==> config.mk <==
export PLATFORM = sky130hd
export DESIGN_NAME = fetch_sequencer
export DESIGN_NICKNAME = d
export VERILOG_FILES = /design/src/rtl/fetch_sequencer.sv
export SDC_FILE = /design/constraint.sdc
export NUM_CORES = 1
export LEC_CHECK = 0
export CAP_MARGIN = 20
export CORE_ASPECT_RATIO = 0.8
export CORE_MARGIN = 3
export CORE_UTILIZATION = 40
export CTS_CLUSTER_SIZE = 16
export DETAILED_ROUTE_END_ITERATION = 8
export GPL_ROUTABILITY_DRIVEN = 0
export PLACE_DENSITY = 0.72
export SLEW_MARGIN = 10
export SYNTH_ARGS = -nofsm -noshare
export SYNTH_HDL_FRONTEND = slang
export SYNTH_SLANG_ARGS = --single-unit
==> constraint.sdc <==
create_clock -name clk -period 1.98 [get_ports clk]
set_input_delay 0.396 -clock clk [delete_from_list [all_inputs] [get_ports clk]]
set_output_delay 0.396 -clock clk [all_outputs]
set_load 0.02 [all_outputs]
==> src/rtl/fetch_sequencer.sv <==
// Program sequencer: fetches instructions from synchronous memory into ir, launches them on the control FSM, retires on exec_done.
// exec_go follows start by MEM_LAT+2 cycles; each instruction stalls in EXEC until exec_done, bounded by a TIMEOUT watchdog.
module fetch_sequencer #(
  parameter int ADDR_W  = 8,
  parameter int DATA_W  = 16,
  parameter int MEM_LAT = 1,
  parameter int TIMEOUT = 15
) (
  input  logic              clk,
  input  logic              reset_n,
  input  logic              start,
  input  logic              halt_req,
  output logic              mem_rd_en,
  output logic [ADDR_W-1:0] mem_addr,
  input  logic [DATA_W-1:0] mem_rdata,
  output logic [DATA_W-1:0] ir,
  output logic              exec_go,
  input  logic              exec_done,
  input  logic              pc_load,
  input  logic [ADDR_W-1:0] pc_load_val,
  output logic [ADDR_W-1:0] pc,
  output logic              busy,
  output logic              halted,
  output logic              timeout_err,
  output logic [15:0]       retired_cnt
);

  localparam int LAT_W = $clog2(MEM_LAT + 1);
  localparam int WD_W  = $clog2(TIMEOUT + 1);

  typedef enum logic [2:0] {
    S_IDLE,
    S_FETCH,
    S_WAIT,
    S_ISSUE,
    S_EXEC,
    S_HALTED,
    S_ERROR
  } state_t;

  state_t            state_q, state_d;
  logic [ADDR_W-1:0] pc_q, pc_d;
  logic [DATA_W-1:0] ir_q, ir_d;
  logic [15:0]       retired_q, retired_d;
  logic              halt_q, halt_d;
  logic              terr_q, terr_d;
  logic [WD_W-1:0]   wd_q, wd_d;
  logic [LAT_W-1:0]  lat_q, lat_d;

  always_comb begin
    state_d   = state_q;
    pc_d      = pc_q;
    ir_d      = ir_q;
    retired_d = retired_q;
    halt_d    = halt_q;
    terr_d    = terr_q;
    wd_d      = wd_q;
    lat_d     = lat_q;

    // Halt requests are only remembered while an instruction is in flight.
    if (halt_req && (state_q inside {S_FETCH, S_WAIT, S_ISSUE, S_EXEC})) begin
      halt_d = 1'b1;
    end

    case (state_q)
      S_IDLE: begin
        if (start) state_d = S_FETCH;
      end
      S_FETCH: begin
        lat_d   = LAT_W'(MEM_LAT);
        state_d = S_WAIT;
      end
      S_WAIT: begin
        lat_d = lat_q - LAT_W'(1);
        if (lat_q == LAT_W'(1)) begin
          ir_d    = mem_rdata;
          state_d = S_ISSUE;
        end
      end
      S_ISSUE: begin
        wd_d    = '0;
        state_d = S_EXEC;
      end
      S_EXEC: begin
        if (exec_done) begin
          pc_d      = pc_load ? pc_load_val : pc_q + ADDR_W'(1);
          retired_d = retired_q + 16'd1;
          if (halt_q || halt_req) begin
            halt_d  = 1'b0;
            state_d = S_HALTED;
          end else begin
            state_d = S_FETCH;
          end
        end else if (wd_q == WD_W'(TIMEOUT - 1)) begin
          terr_d  = 1'b1;
          state_d = S_ERROR;
        end else begin
          wd_d = wd_q + WD_W'(1);
        end
      end
      S_HALTED: begin
        // A held halt_req outranks start.
        if (!halt_req && start) begin
          halt_d  = 1'b0;
          state_d = S_FETCH;
        end
      end
      S_ERROR: begin
        state_d = S_ERROR;
      end
      default: begin
        state_d = S_IDLE;
      end
    endcase
  end

  always_ff @(posedge clk or negedge reset_n) begin
    if (!reset_n) begin
      state_q   <= S_IDLE;
      pc_q      <= '0;
      ir_q      <= '0;
      retired_q <= '0;
      halt_q    <= 1'b0;
      terr_q    <= 1'b0;
      wd_q      <= '0;
      lat_q     <= '0;
    end else begin
      state_q   <= state_d;
      pc_q      <= pc_d;
      ir_q      <= ir_d;
      retired_q <= retired_d;
      halt_q    <= halt_d;
      terr_q    <= terr_d;
      wd_q      <= wd_d;
      lat_q     <= lat_d;
    end
  end

  assign mem_rd_en   = (state_q == S_FETCH);
  assign exec_go     = (state_q == S_ISSUE);
  assign busy        = (state_q inside {S_FETCH, S_WAIT, S_ISSUE, S_EXEC});
  assign halted      = (state_q == S_HALTED);
  assign mem_addr    = pc_q;
  assign pc          = pc_q;
  assign ir          = ir_q;
  assign timeout_err = terr_q;
  assign retired_cnt = retired_q;

endmodule

==> results.sh <==
export IMPL_syn_avg_cell_area_um2=11.0
export IMPL_root_buffer="clkbuf_8"
export IMPL_io_buffers=82
export IMPL_drv_slew=0
export IMPL_setup_viol=0
export IMPL_antenna_found_initial=0
export IMPL_row_count=24
export IMPL_grt_max_degree=34
export IMPL_syn_cell_area_mm2=0.00243
export IMPL_yosys_area_share_simple_pct=17.5
export IMPL_vias_per_cell=4.95
export IMPL_die_area_mm2=0.00705
export IMPL_start_util_pct=43.0
export IMPL_outcome="completed"
export IMPL_timing_hold_ws_ns=0.0208
export IMPL_final_util_pct=60.7
export IMPL_criticalPathCategory="flop to primary output"
export IMPL_core_area_mm2=0.00565
export IMPL_seq_area_mm2=0.00125
export IMPL_dieHeight_um=75.7
export IMPL_clock_skew_ns=0.00653
export IMPL_finalCritPeriodShare_pct=94.2
export IMPL_yosys_warnings=0
export IMPL_drcViolationCount=0
export IMPL_synthXorXnorAreaFrac_pct=6.85
export IMPL_die_w_um=93.1
export IMPL_synth_top_family_by_area="simple AND/OR/NAND/NOR gates"
export IMPL_cts_tree="yes"
export IMPL_wire_per_inst_um=13.7
export IMPL_power_mw=4.70
export IMPL_finalSetupTns_ns=0
export IMPL_ant_nets=0
export IMPL_crit_path_top_delay_cell="dfrtp_1"
export IMPL_ir_worst_vdd_mv=0.751
export IMPL_ioPinCount=83
export IMPL_clock_sinks=50
export IMPL_final_common_cell="clkdlybuf4s50_1"
export IMPL_clkTransAtPathRegs_ns=0.09
export IMPL_drt_initial_drc_count=48
export IMPL_max_slew_margin_pct=72.3
export IMPL_critPathMaxFanout=9
export IMPL_hold_violations=0
export IMPL_finalCriticalPeriod_ns=1.86
export IMPL_min_path_type="input pin to asynchronous set/reset pin"
export IMPL_area_growth_pct=41.2
export IMPL_clkLatencyLatePin_ns=0.30
export IMPL_drt_wl_total_um=5260
export IMPL_grt_usage_pct=15.5
export IMPL_arrival_ns=1.47
export IMPL_muxShareOfSynthArea_pct=8.29
export IMPL_cts_inserted_buffers=5
export IMPL_layout_drive_gt1_share_pct=16.4
export IMPL_drv_cap=0
export IMPL_clockBufferDepth=2
export IMPL_dr_pass1_iters=4
export IMPL_synth_largest_area_cell="dfrtp_1"
export IMPL_synth_compound_area_share_pct=8.19
export IMPL_cts_max_level=2
export IMPL_dr_total_vias=1897
export IMPL_synth_top_area_share_pct=51.5
export IMPL_insertedDiodeCount=0
export IMPL_cp_required_ns=1.58
export IMPL_p_per_area_mw_per_mm2=1370
export IMPL_final_nets=338
export IMPL_hpwl_um=3960
export IMPL_worst_pin_slew_ns=0.416
export IMPL_multi_input_area_mm2=0.00104
export IMPL_grt_pass1_wl_um=8590
export IMPL_endpoint_kind="primary output"
export IMPL_ys_types=42
export IMPL_synthTopCellsByArea="dfrtp_1, mux2_2, xnor2_1"
export IMPL_cts_hold_buf=0
export IMPL_use_met2_pct=23.5
export IMPL_grt_pass1_vias=1817
export IMPL_syn_inst=221
export IMPL_max_stage_delay_ns=0.48
export IMPL_grt_setup_unrepaired="false"
export IMPL_leakage_nw=1.47
export IMPL_use_met1_pct=21.3
export IMPL_gr_total_overflow=0
export IMPL_post_cts_buffers=0
export IMPL_nFillCells=501
export IMPL_syn_nets=255
export IMPL_cp_cell_sequence="nand2b_1 -> nor2_1 -> dlygate4sd2_1"
export IMPL_synth_seq_cells=50
export IMPL_final_cell_mix="clkdlybuf4s50_1, dfrtp_1, mux2_2"
export IMPL_fmax_ghz=0.536
export IMPL_crit_path_start_kind="flop"
export IMPL_synth_fa_ha_area_share_pct=2.06
export IMPL_ys_seq_area_share_pct=51.5
export IMPL_grt_busiest_layer="met2"
export IMPL_use_met3_pct=5.03
-- timing repair --
action / in CTS / in global routing
resized for setup: 5 / 2
setup endpoints to repair: 4 / 1
cloned: 0 / 0
-- per-layer routing --
metal,part of all wire [%],vias to the layer above
met5,0,-
met4,0.97,0
met3,8.3,6
met2,41,66
met1,49,890
li1,-,935
-- cell usage after synthesis, drive strengths merged --
cell,number
a21bo,1
a21oi,10
a22o,1
a2bb2oi,1
a31oi,3
a41o,1
and3,5
and3b,2
and4,1
and4bb,1
buf,18
dfrtp,50
ha,4
inv,5
mux2,17
mux2i,1
nand2,16
nand2b,1
nand3,11
nand4,5
nand4bb,1
nor2,14
nor2b,1
nor3,6
nor3b,2
nor4b,2
o21ai,13
o22a,1
o22ai,3
or2,1
or3,1
or3b,2
or4,1
xnor2,13
xor2,6
-- report_power, final --
group	internal [mW]	total [mW]	leakage, nW	switching, mW
combinational	1.19	2.27	0.790	1.08
sequential	1.37	1.73	0.622	0.353
clock	0.372	0.704	0.0579	0.331
total	2.93	4.70	1.47	1.77
-- sequential cells by signal, indices dropped and copies added, names as in the netlist --
register     cells
timeout_err      1
retired_cnt     16
state_q          3
halt_q           1
lat_q            1
mem_addr         8
ir              16
wd_q             4
-- logic make-up (layout without fill, tap and decap cells) --
| logic type | after synthesis | count (layout) |
|---|---|---|
| AOI/OAI and AO/OA | 34 | 34 |
| and+or+nand+nor | 73 | 73 |
| xor gates and xnor gates | 19 | 19 |
| muxes | 18 | 18 |
| DFF | 50 | 50 |
| buffers and inverters | 23 | 107 |
| adders and majority gates | 4 | 4 |
-- layout make-up --
class,count,share of cell area (%)
well taps,78,2.85
repair buffers,94,26.5
clock buffers,5,2.01
multi-input cells,148,30.4
clock inverters,3,1.17
flip-flops and latches,50,36.5
inverters,5,0.547
-- final timing paths --
kind	startpoint	depth (start not counted)	to	slack [ns]
hold / removal	reset_n	1	ir[9]	0.02
min in group clk	timeout_err	1	timeout_err	0.47
max in group asynchronous	reset_n	2	state_q[0]	1.43
setup reg to reg	state_q[2]	5	retired_cnt[11]	0.23
setup / recovery	state_q[1]	3	mem_rd_en	0.12
hold reg to reg	timeout_err	1	timeout_err	0.47
-- worst max-delay path, delay by kind of cell, from the launching register on --
kind | cells | cell delay [ns]
simple gates | 2 | 0.35
flops | 1 | 0.48
buf+inv | 1 | 0.35
-- through the flow --
stage               instance area, um^2  std cells  worst slack [ns]
floorplan                          2430        221             0.442
global placement                   3330        375            0.0393
detailed placement                 3330        375           0.00213
CTS                                3430        383            0.0674
global route                       3430        383            0.0517
finish                             3430        383             0.116
No activity file was read; power rests on OpenSTA's default activity.
